===== config.mk =====
export PLATFORM = sky130hd
export DESIGN_NAME = stopwatch_ctrl_flat
export DESIGN_NICKNAME = d
export VERILOG_FILES = /design/src/rtl/stopwatch_pkg.sv /design/src/rtl/stopwatch_if.sv /design/src/rtl/button_debounce.sv /design/src/rtl/stopwatch_ctrl.sv /design/src/flat_wrapper.sv
export SDC_FILE = /design/constraint.sdc
export NUM_CORES = 1
export LEC_CHECK = 0
export ABC_AREA = 0
export CORE_UTILIZATION = 30
export DETAILED_ROUTE_END_ITERATION = 16
export GPL_TIMING_DRIVEN = 0
export PLACE_DENSITY = 0.54
export REMOVE_ABC_BUFFERS = 1
export SLEW_MARGIN = 10
export SYNTH_ARGS = -nofsm -noshare
export SYNTH_HDL_FRONTEND = slang
export SYNTH_SLANG_ARGS = --single-unit
export TNS_END_PERCENT = 100

===== constraint.sdc =====
create_clock -name clk -period 1.7 [get_ports clk]
set_input_delay 0.17 -clock clk [delete_from_list [all_inputs] [get_ports clk]]
set_output_delay 0.17 -clock clk [all_outputs]
set_load 0.1 [all_outputs]

===== src/rtl/stopwatch_pkg.sv =====
// Shared types and helpers for the stopwatch control slice.
// State encodings as seen on the state output, debounce length helper.
package stopwatch_pkg;

    typedef enum logic [1:0] {
        ST_IDLE  = 2'b00,
        ST_RUN   = 2'b01,
        ST_PAUSE = 2'b10,
        ST_LAP   = 2'b11
    } state_t;

    // Stable clock cycles needed before a button level is accepted
    function automatic int db_cnt(input int clk_hz, input int ms);
        return clk_hz / 1000 * ms;
    endfunction

endpackage


===== src/rtl/stopwatch_if.sv =====
// Board-side bundle of the stopwatch controller: buttons and tick in,
// counter-chain and display controls out.
interface stopwatch_if;
    import stopwatch_pkg::*;

    logic   btn_ss;
    logic   btn_lc;
    logic   tick_in;
    logic   cnt_en;
    logic   cnt_clr;
    logic   disp_hold;
    state_t state;

    modport master (
        output btn_ss, btn_lc, tick_in,
        input  cnt_en, cnt_clr, disp_hold, state
    );

    modport slave (
        input  btn_ss, btn_lc, tick_in,
        output cnt_en, cnt_clr, disp_hold, state
    );

endinterface


===== src/rtl/button_debounce.sv =====
// Raw push-button to single-cycle press pulse: 2-FF synchroniser,
// stable-time debounce, rising-edge pulse on the accepted level.
module button_debounce #(
    parameter int DB_CNT = 4,
    parameter int DB_W   = 3
) (
    input  logic clk,
    input  logic rst,
    input  logic raw,
    output logic press
);

    localparam logic [DB_W-1:0] CNT_MAX = DB_W'(DB_CNT - 1);

    logic            sync1;
    logic            sync2;
    logic            level;
    logic [DB_W-1:0] cnt;

    // Bring the asynchronous button into the clk domain
    always_ff @(posedge clk or negedge rst) begin
        if (!rst) begin
            sync1 <= 1'b0;
            sync2 <= 1'b0;
        end else begin
            sync1 <= raw;
            sync2 <= sync1;
        end
    end

    // Accept a new level only after it has held for DB_CNT cycles
    always_ff @(posedge clk or negedge rst) begin
        if (!rst) begin
            cnt   <= '0;
            level <= 1'b0;
            press <= 1'b0;
        end else begin
            press <= 1'b0;
            if (sync2 == level) begin
                cnt <= '0;
            end else if (cnt == CNT_MAX) begin
                cnt   <= '0;
                level <= sync2;
                press <= sync2;
            end else begin
                cnt <= cnt + 1'b1;
            end
        end
    end

endmodule


===== src/rtl/stopwatch_ctrl.sv =====
// Run/pause/lap/clear sequencer for the stopwatch counter chain.
// Optional lap view enabled by defining STOPWATCH_LAP_EN.
module stopwatch_ctrl
    import stopwatch_pkg::*;
#(
    parameter int CLK_HZ      = 12000000,
    parameter int DEBOUNCE_MS = 20,
    parameter int DB_W        = 18
) (
    input logic       clk,
    input logic       rst,
    stopwatch_if.slave bus
);

    localparam int DB_CNT = db_cnt(CLK_HZ, DEBOUNCE_MS);

    logic   ss_p;
    logic   lc_p;
    state_t st;
    logic   cnt_en;
    logic   cnt_clr;
    logic   disp_hold;

    button_debounce #(.DB_CNT(DB_CNT), .DB_W(DB_W)) u_ss (
        .clk   (clk),
        .rst   (rst),
        .raw   (bus.btn_ss),
        .press (ss_p)
    );

    button_debounce #(.DB_CNT(DB_CNT), .DB_W(DB_W)) u_lc (
        .clk   (clk),
        .rst   (rst),
        .raw   (bus.btn_lc),
        .press (lc_p)
    );

    // Control FSM; start/stop outranks lap/clear, ticks gated by old state
    always_ff @(posedge clk or negedge rst) begin
        if (!rst) begin
            st        <= ST_IDLE;
            cnt_en    <= 1'b0;
            cnt_clr   <= 1'b0;
            disp_hold <= 1'b0;
        end else begin
            cnt_en  <= bus.tick_in & ((st == ST_RUN) | (st == ST_LAP));
            cnt_clr <= 1'b0;
            if (ss_p) begin
                unique case (st)
                    ST_IDLE:  st <= ST_RUN;
                    ST_RUN:   st <= ST_PAUSE;
                    ST_PAUSE: st <= ST_RUN;
                    ST_LAP: begin
                        st        <= ST_PAUSE;
                        disp_hold <= 1'b0;
                    end
                endcase
            end else if (lc_p) begin
                unique case (st)
                    ST_IDLE:  cnt_clr <= 1'b1;
                    ST_RUN: begin
`ifdef STOPWATCH_LAP_EN
                        st        <= ST_LAP;
                        disp_hold <= 1'b1;
`else
                        st        <= ST_RUN;
`endif
                    end
                    ST_PAUSE: begin
                        st      <= ST_IDLE;
                        cnt_clr <= 1'b1;
                    end
                    ST_LAP: begin
                        st        <= ST_RUN;
                        disp_hold <= 1'b0;
                    end
                endcase
            end
        end
    end

    assign bus.state     = st;
    assign bus.cnt_en    = cnt_en;
    assign bus.cnt_clr   = cnt_clr;
    assign bus.disp_hold = disp_hold;

endmodule

===== src/flat_wrapper.sv =====
// flat-port wrapper written by rule: the top's interface ports become plain ports
module stopwatch_ctrl_flat import stopwatch_pkg::*;
#(
    parameter int CLK_HZ      = 12000000,
    parameter int DEBOUNCE_MS = 20,
    parameter int DB_W        = 18
)
  (clk, rst, bus_btn_ss, bus_btn_lc, bus_tick_in, bus_cnt_en, bus_cnt_clr, bus_disp_hold, bus_state);
  stopwatch_if bus_i ();
  input logic clk;
  input logic rst;
  input wire logic [$bits(bus_i.btn_ss)-1:0] bus_btn_ss;
  input wire logic [$bits(bus_i.btn_lc)-1:0] bus_btn_lc;
  input wire logic [$bits(bus_i.tick_in)-1:0] bus_tick_in;
  output wire logic [$bits(bus_i.cnt_en)-1:0] bus_cnt_en;
  output wire logic [$bits(bus_i.cnt_clr)-1:0] bus_cnt_clr;
  output wire logic [$bits(bus_i.disp_hold)-1:0] bus_disp_hold;
  output wire logic [$bits(bus_i.state)-1:0] bus_state;
  assign bus_i.btn_ss = bus_btn_ss;
  assign bus_i.btn_lc = bus_btn_lc;
  assign bus_i.tick_in = bus_tick_in;
  assign bus_cnt_en = bus_i.cnt_en;
  assign bus_cnt_clr = bus_i.cnt_clr;
  assign bus_disp_hold = bus_i.disp_hold;
  assign bus_state = bus_i.state;
  stopwatch_ctrl #(.CLK_HZ(CLK_HZ), .DEBOUNCE_MS(DEBOUNCE_MS), .DB_W(DB_W)) u_core (.clk(clk), .rst(rst), .bus(bus_i));
endmodule

# Word level (Yosys, flattened, before mapping)
# Cells that the tools add are included.
dict set report word_totals {
  latchBits 0
  mem_bits_ro 0
  ramBits 0
  reg_bits 49
  word_cells 53
  memories 0
}
dict set report classes {
  n_mul 0
  n_div 0
  shifts 0
  n_bitwise 4
  reduce_logical 8
  muxes 18
  add_sub_neg 2
  n_eq_ne 7
  magnitude_cmp 0
}
# cell n
set op_table {}
lappend op_table {{$mux W18} 4}
lappend op_table {{$add A18 B1 Y18 const B} 2}
lappend op_table {{$eq A18 B18 Y1 const B} 2}
lappend op_table {{$mux W1} 10}
lappend op_table {{$pmux W2 S2} 2}
lappend op_table {{$reduce_and A2 Y1} 3}
lappend op_table {{$eq A2 B2 Y1 const B} 2}
lappend op_table {{$mux W2} 2}
lappend op_table {{$reduce_or A2 Y1} 2}
lappend op_table {{$reduce_bool A3 Y1} 1}
lappend op_table {{$eq A1 B1 Y1} 2}
lappend op_table {{$eq A2 B1 Y1 const B} 1}
lappend op_table {{$logic_not A2 Y1} 1}
lappend op_table {{$not A1 Y1} 2}
lappend op_table {{$reduce_bool A2 Y1} 1}
lappend op_table {{$and A1 B1 Y1} 1}
lappend op_table {{$or A1 B1 Y1} 1}

# Depth between registers and ports, before layout
# Gate-level depths: netlist of the first run.
dict set report depth {
  word_depth 5
  ltp_mapped 7
}

# Modules after synthesis
# Synthesis of the first run repeated with hierarchy kept, for this count alone.
dict set report hier_totals {
  hier_cells 222
  hier_area_um2 2373.5
}
# module n_inst cells_per_inst area_each_um2
set modules_own_cells {}
lappend modules_own_cells {button_debounce 2 101 1083.5}
lappend modules_own_cells {stopwatch_ctrl 1 20 206.4}

# Worst setup path after synthesis of the first run
# No wires, ideal clock.
dict set report synth_path {
  path_type {reg2reg}
  from {register u_core.st[0] (netlist: u_core.bus.state[0])}
  to {register u_core.st[1] (netlist: u_core.bus.state[1])}
  n_path_buf 0
  setup_time_ns 0.124
  slack_ns -0.006
  required_time_ns 1.576
  arrival_time_ns 1.582
  path_stages_with_launch 5
  cell_sequence {dfrtp_1 -> inv_1 -> ha_1 -> a211oi_1 -> nor2_1}
}
dict set report synth_between {
  elab_chain_cells 4
}
# item line
set synth_rtl {}
lappend synth_rtl {{start: declaration} stopwatch_ctrl.sv:19} ;# state_t st;
lappend synth_rtl {{start signal: assignment} stopwatch_ctrl.sv:41} ;# st <= ST_IDLE;
lappend synth_rtl {{start signal: assignment} stopwatch_ctrl.sv:50} ;# ST_IDLE: st <= ST_RUN;
lappend synth_rtl {{start signal: assignment} stopwatch_ctrl.sv:51} ;# ST_RUN: st <= ST_PAUSE;
lappend synth_rtl {{$eq A2 B2 Y1 (tied with other cells)} {stopwatch_ctrl.sv:49, stopwatch_ctrl.sv:59}}
lappend synth_rtl {{$reduce_or A2 Y1 (no source line)} -}
lappend synth_rtl {{$pmux W2 S2 or $reduce_bool A3 Y1 (tied branches)} -}
lappend synth_rtl {{$mux W2 or $reduce_and A2 Y1 (tied branches)} -}
# Parallel ways exist; a longest one is shown, timed or not.
# A chain may end at the register's enable or synchronous reset.

# Worst setup path in the final report of the first run
dict set report layout_path {
  from {register u_core.cnt_en (netlist: u_core.bus.cnt_en)}
  to {output bus_cnt_en}
}
# item line
set layout_rtl {}
lappend layout_rtl {{start: declaration} stopwatch_ctrl.sv:20} ;# logic cnt_en;
lappend layout_rtl {{start signal: assignment} stopwatch_ctrl.sv:46} ;# cnt_en <= bus.tick_in & ((st == ST_RUN) | (st == ST_LAP));
lappend layout_rtl {{end: declaration} flat_wrapper.sv:15} ;# output wire logic [$bits(bus_i.cnt_en)-1:0] bus_cnt_en;
# No word-level cell between the ends.

==> out/results.txt, run 1 <==
status - finished clean
combinational family with the most area after synthesis - simple AND/OR/NAND/NOR gates
crit path cell chain - dlygate4sd2_1
total power - 2170 uW
I/O Pins - 10
RSZ-0062 raised after global routing - yes
Rel. slew slack - 36.9%
Power Dens Cells - 793 nW/um^2
Area growth syn-to-layout - 18.5%
Min-Delay Startpoint - bus_btn_ss
synth warn - 0
Via Count - 1576
FF+latch count, synth - 48
count of final hold-check violations - 0
CTS H-Tree Depth - 2
Yosys cell types - 37
r2r worst-path depth - 5
worst-path maximum fanout - 1
drt first pass iters - 4
VDD IR max - 0.331 mV
Worst setup EP type - output port
Max Root-Sink Buffers - 2
Simple-Gate Fraction of Synth Area - 25.0%
gr ovfl total - 0
critical path's slowest cell - dlygate4sd2_1
XOR/XNOR Fraction of Synth Area - 10.2%
adder-cell area share of the yosys netlist - 2.17%
asr flop ratio synth - 100%
Nets - 247
setup ws final - 0.0712 ns
CTS tree - built
WL per Instance - 11.6 um
largest net degree at the start of global routing - 30
Critical Path Max Stage Delay - 0.84 ns
buffers plus inverters on the worst setup path - 1
hold crit path type - primary input to flip-flop
non-filler cells, final - 338
first-pass GRT wire length - 7.26 mm
vias in the first global route - 1592
Syn Inst Count - 222
# rows - 31
Crit Path Class - flip-flop to output port
WL final - 3.90 mm
Vias/cell - 4.66
Compound-Gate Fraction of Synth Area - 5.58%
initial antenna violation count - 0
worst r2r dst - u_core.u_lc.cnt[17]$_DFF_PN0_
Top delay family on crit path - buffers and inverters
hold worst-path end - u_core.u_ss.sync1$_DFF_PN0_
Fin Clk Skew - 0.0110 ns
Top FF cell, synth - dfrtp_1
antenna-violating nets left - 0
mux share of post-synthesis cell area - 0.975%
count of pins over their slew limit - 0
insertion delay to the later sink of the worst-skew pair - 0.29 ns
DRC Markers - 0
CTS buffer count - 5
routability congestion estimate - 0.696
Diodes inserted - 0
EDFF count, synth - 0
commonest non-fill, non-tap cell in the layout - dfrtp_1
Total Routing Usage GR - 10.8%
CP required - 1.53 ns
Max Clock Freq - 614 MHz
Final min period - 1.63 ns
Cells after DPL - 320
Leak Pwr - 0.00113 uW
final setup fails - 0
Startpoint Class - flip-flop
hold path cells - 1
core footprint - 7330 um^2
Place WS - -0.448 ns
R2R setup slack - 0.07 ns
max-cap violations - 0
DRT iter0 DRCs - 40
die height - 89.7 um
part of the cycle the worst path needs - 95.8%
layout cells sized above 1 - 19.2%
mean area per synthesized cell - 10.4 um^2
Detail Placement HPWL - 2.68 mm
fillers - 727
CTS root buffer - clkbuf_8
Sink Count - 48
die area - 8050 um^2
clk slew on worst S/H paths - 0.09 ns
initial core utilization - 31.5%
most frequent cells in the layout - dfrtp_1 (44), nor2_1 (37), xor2_1 (15)
measured slew at the worst slew-check pin - 0.950 ns
Mapped Area - 2310 um^2
chip width - 89.7 um
IO Port Bufs - 8
CP Data Arrival Time - 1.46 ns
worst r2r src - u_core.u_lc.cnt[0]$_DFF_PN0_
post-synthesis sequential area ratio - 52.0%
==> synth_stat cells (3+ instances only) <==
cell type | instances | area share (%)
o31ai_1 | 4 | 1.3
nand3_1 | 11 | 2.4
and4_1 | 4 | 1.5
dfrtp_1 | 48 | 52
xnor2_1 | 12 | 4.6
xor2_1 | 15 | 5.7
nand2_1 | 10 | 1.6
o21ai_0 | 3 | 0.65
nor3b_1 | 3 | 0.98
and3_1 | 6 | 1.6
nor2_1 | 37 | 6.0
nor4_1 | 3 | 0.81
inv_1 | 8 | 1.3
buf_2 | 5 | 1.1
ha_1 | 4 | 2.2
nand4_1 | 11 | 3.0
a21oi_1 | 5 | 1.1
or3_1 | 3 | 0.81
==> area by class of cell <==
class / instances / area [um^2] / area share (%)
sequential: 48 / 1210 / 44.1
tap: 99 / 124 / 4.52
multi-input combinational: 156 / 1070 / 39.2
clock buffer: 7 / 96.3 / 3.52
inverter: 8 / 30.0 / 1.10
clock inverter: 1 / 30.0 / 1.10
timing repair buffer: 19 / 179 / 6.54
==> worst max path at each step <==
stage / end / cells after the start / from
5_1_grt: u_core.u_lc.cnt[16]$_DFF_PN0_ / 4 / u_core.u_lc.cnt[3]$_DFF_PN0_
3_5_place_dp: u_core.u_lc.cnt[5]$_DFF_PN0_ / 5 / u_core.u_lc.cnt[0]$_DFF_PN0_
3_3_place_gp: u_core.u_ss.cnt[14]$_DFF_PN0_ / 1 / rst
4_1_cts: u_core.u_lc.cnt[16]$_DFF_PN0_ / 5 / u_core.u_lc.cnt[0]$_DFF_PN0_
6_report: bus_cnt_en / 1 / u_core.bus.cnt_en$_DFF_PN0_
2_1_floorplan: u_core.bus.state[1]$_DFFE_PN0P_ / 4 / u_core.bus.state[0]$_DFFE_PN0P_
==> power by group <==
group,switching [uW],internal [uW],total (uW)
logic,66.1,49.9,116
clock network,363,519,882
registers,16.4,1160,1170
total,445,1730,2170
==> layer usage <==
| layer | vias to the layer above | global-route usage (%) | routed length, um |
|---|---|---|---|
| met5 | - | 0 | 0 |
| met4 | 0 | 4.10 | 56 |
| met3 | 5 | 1.52 | 68 |
| met2 | 15 | 17.2 | 1750 |
| met1 | 754 | 15.0 | 2020 |
| li1 | 802 | - | - |
==> what timing repair did <==
| item | in CTS | in global routing |
|---|---|---|
| gates resized for setup | 16 | 10 |
| hold buffers | 1 | 0 |
| pin swaps | 2 | 2 |
| endpoints found under the hold margin | 19 | 0 |
| setup buffers | 7 | 2 |
| endpoints found under the setup margin | 41 | 13 |
==> cells by family after synthesis <==
group,Yosys count
xor gates and xnor gates,27
buffers and inverters,18
other,1
adders and majority gates,4
muxes,2
and+or+nand+nor,103
AOI/OAI and AO/OA,19
DFF,48
==> metrics by stage <==
stage                     cell area, um^2  setup TNS, ns  hold WS [ns]  util (%)
after floorplan                      2250        -0.0105        -0.126         -
after global placement               2450         -56.45         0.332      33.5
after detailed placement             2470          -9.27         0.161      33.7
after CTS                            2700              0         0.305      36.8
after global routing                 2740        -0.0106         0.312      37.3
final                                2740              0         0.314      37.3
Power figures use the tool's default switching activity.
==> run 2: changes to the inputs <==
- CORE_ASPECT_RATIO: unset -> 1.5
- GPL_TIMING_DRIVEN: 0 -> 1
==> run 2 against run 1 <==
Final cell count rose by 2.4%. Routed wire length rose by 7.9%. First-iteration DRC count rose by 40%. Critical path type is now flip-flop to flip-flop. Design area fell by 0.23%.
==> out/results.txt, run 2 (synthesis gave the netlist of run 1 again) <==
core footprint - 7320 um^2 (-0.12%)
Seq pwr share - 55.8% (+1.8 points)
Rel. slew slack - 60.0% (+23 points)
post-route core utilization - 37.3% (-0.041 points)
worst-path maximum fanout - 4 (+3)
Cells after DPL - 337 (+5.3%)
Clock power frac - 39.1% (-1.5 points)
Diodes inserted - 0 (unchanged)
measured slew at the worst slew-check pin - 0.600 ns (-0.350 ns)
CTS buffer count - 5 (unchanged)
Fin Hold WS - 0.306 ns (-0.00820 ns)
Net Switching - 458 uW (+2.9%)
final setup fails - 0 (unchanged)
clk slew on worst S/H paths - 0.09 ns (about the same)
vias in the first global route - 1659 (+4.2%)
routability congestion estimate - 0.744 (+6.8%)
Max Clock Freq - 615 MHz (+0.10%)
Max Root-Sink Buffers - 2 (unchanged)
fillers - 755 (+3.9%)
part of the cycle the worst path needs - 95.7% (-0.099 points)
Cell Int Power - 1630 uW (-5.3%)
non-filler cells, final - 346 (+2.4%)
commonest non-fill, non-tap cell in the layout - dfrtp_1
largest net degree at the start of global routing - 49 (+63%)
setup TNS - 0 ns (unchanged)
Worst setup EP type - flip-flop
CTS tree - built
first-pass GRT wire length - 7.45 mm (+2.6%)
count of final hold-check violations - 0 (unchanged)
Nets - 254 (+2.8%)
VDD IR max - 0.380 mV (+15%)
Place WS - 0.0300 ns (+0.478 ns)
I/O Pins - 10 (unchanged)
hold crit path type - primary input to flip-flop
WL final - 4.21 mm (+7.9%)
setup ws final - 0.0729 ns (+0.00169 ns)
DRC Markers - 0 (unchanged)
Total Routing Usage GR - 12.2% (+1.4 points)
gr ovfl total - 0 (unchanged)
Area growth syn-to-layout - 18.3%
CP Data Arrival Time - 1.86 ns (+0.40 ns)
layout cells sized above 1 - 18.3% (-0.95 points)
antenna-violating nets left - 0 (unchanged)
Leak Pwr - 0.00116 uW (+2.4%)
chip width - 73.6 um (-18%)
switching share of power - 21.9% (+1.4 points)
Vias/cell - 4.60 (-1.4%)
Fin Clk Skew - 0.00405 ns (-0.00695 ns)
WL per Instance - 12.2 um (+5.4%)
DRT iter0 DRCs - 56 (+40%)
Power Dens Cells - 766 nW/um^2 (-3.4%)
Combinational Power Share - 5.0% (-0.3 points)
IO Port Bufs - 8 (unchanged)
die area - 8060 um^2 (about the same)
Detail Placement HPWL - 2.99 mm (+12%)
CTS H-Tree Depth - 2 (unchanged)
insertion delay to the later sink of the worst-skew pair - 0.30 ns (about the same)
most frequent cells in the layout - dfrtp_1 (47), nor2_1 (37), buf_4 (19)
# rows - 38 (+23%)
count of pins over their slew limit - 0 (unchanged)
initial core utilization - 31.5% (+0.038 points)
Sink Count - 48 (unchanged)
Via Count - 1590 (+0.89%)
Startpoint Class - flip-flop
max-cap violations - 0 (unchanged)
drt first pass iters - 4 (unchanged)
RSZ-0062 raised after global routing - no
CTS root buffer - clkbuf_8
status - finished clean
initial antenna violation count - 0 (unchanged)
Crit Path Class - flip-flop to flip-flop
die height - 109 um (+22%)
CP required - 1.93 ns (+0.40 ns)
Final min period - 1.63 ns (-0.00169 ns)
## run 2: critical path, cell delays in order, from the launching register on
cell and delay (ns):
dfrtp_1 0.35, ha_1 0.19, and3_1 0.25, nand3_4 0.11, or4_4 0.53, a21oi_2 0.14
## run 2: power by group through the flow
stage	Combinational (uW)	Sequential (uW)	Clock (uW)
finish	105	1170	819
global route	123	1170	892
CTS	109	1170	851
detailed placement	107	1190	0
global placement	107	1190	0
floorplan	42.5	1190	0
## run 2: through the flow
stage,cell area [um^2],total power (uW)
after floorplan,2250,1230
after global placement,2590,1300
after detailed placement,2590,1300
after CTS,2710,2130
after global routing,2730,2190
final,2730,2090
## run 2: final cells by class
class	count	area, um^2	share of cell area (%)
Clock buffer	6	72.6	2.66
Clock inverter	2	35.0	1.28
Inverter	8	30.0	1.10
Multi-Input combinational cell	156	1040	38.0
Sequential cell	48	1200	44.0
Tap cell	100	125	4.58
Timing Repair Buffer	26	228	8.34
## run 2: final timing paths
path	start	end	slack, ns	depth (start not counted)
worst max-delay path	u_core.u_lc.cnt[0]$_DFF_PN0_	u_core.u_lc.cnt[16]$_DFF_PN0_	0.07	5
worst min-delay path	bus_btn_ss	u_core.u_ss.sync1$_DFF_PN0_	0.31	1
worst max register to register	u_core.u_lc.cnt[0]$_DFF_PN0_	u_core.u_lc.cnt[16]$_DFF_PN0_	0.07	5
worst min register to register	u_core.u_lc.sync1$_DFF_PN0_	u_core.u_lc.sync2$_DFF_PN0_	0.36	0
max in group asynchronous	rst	u_core.u_lc.cnt[9]$_DFF_PN0_	0.79	3
min in group asynchronous	rst	u_core.u_lc.cnt[12]$_DFF_PN0_	0.49	3
## run 2: repair_timing
action | CTS | global route
gates resized for setup | 0 | 4
hold endpoints to repair | 48 | 0
endpoints found under the setup margin | 0 | 37
setup buffers | 0 | 0
hold buffers | 1 | 0
## run 2: metal layers
| layer | part of all wire [%] | global-route usage (%) |
|---|---|---|
| met2 | 54 | 21.8 |
| met3 | 1.8 | 2.47 |
| met5 | 0 | 0 |
| met4 | 1.6 | 5.77 |
| met1 | 43 | 13.7 |
==> run 3: changes to the inputs <==
- CAP_MARGIN: unset -> 20
==> results of run 3 <==
Final layout, timing and power as in run 2 (identical DEF).
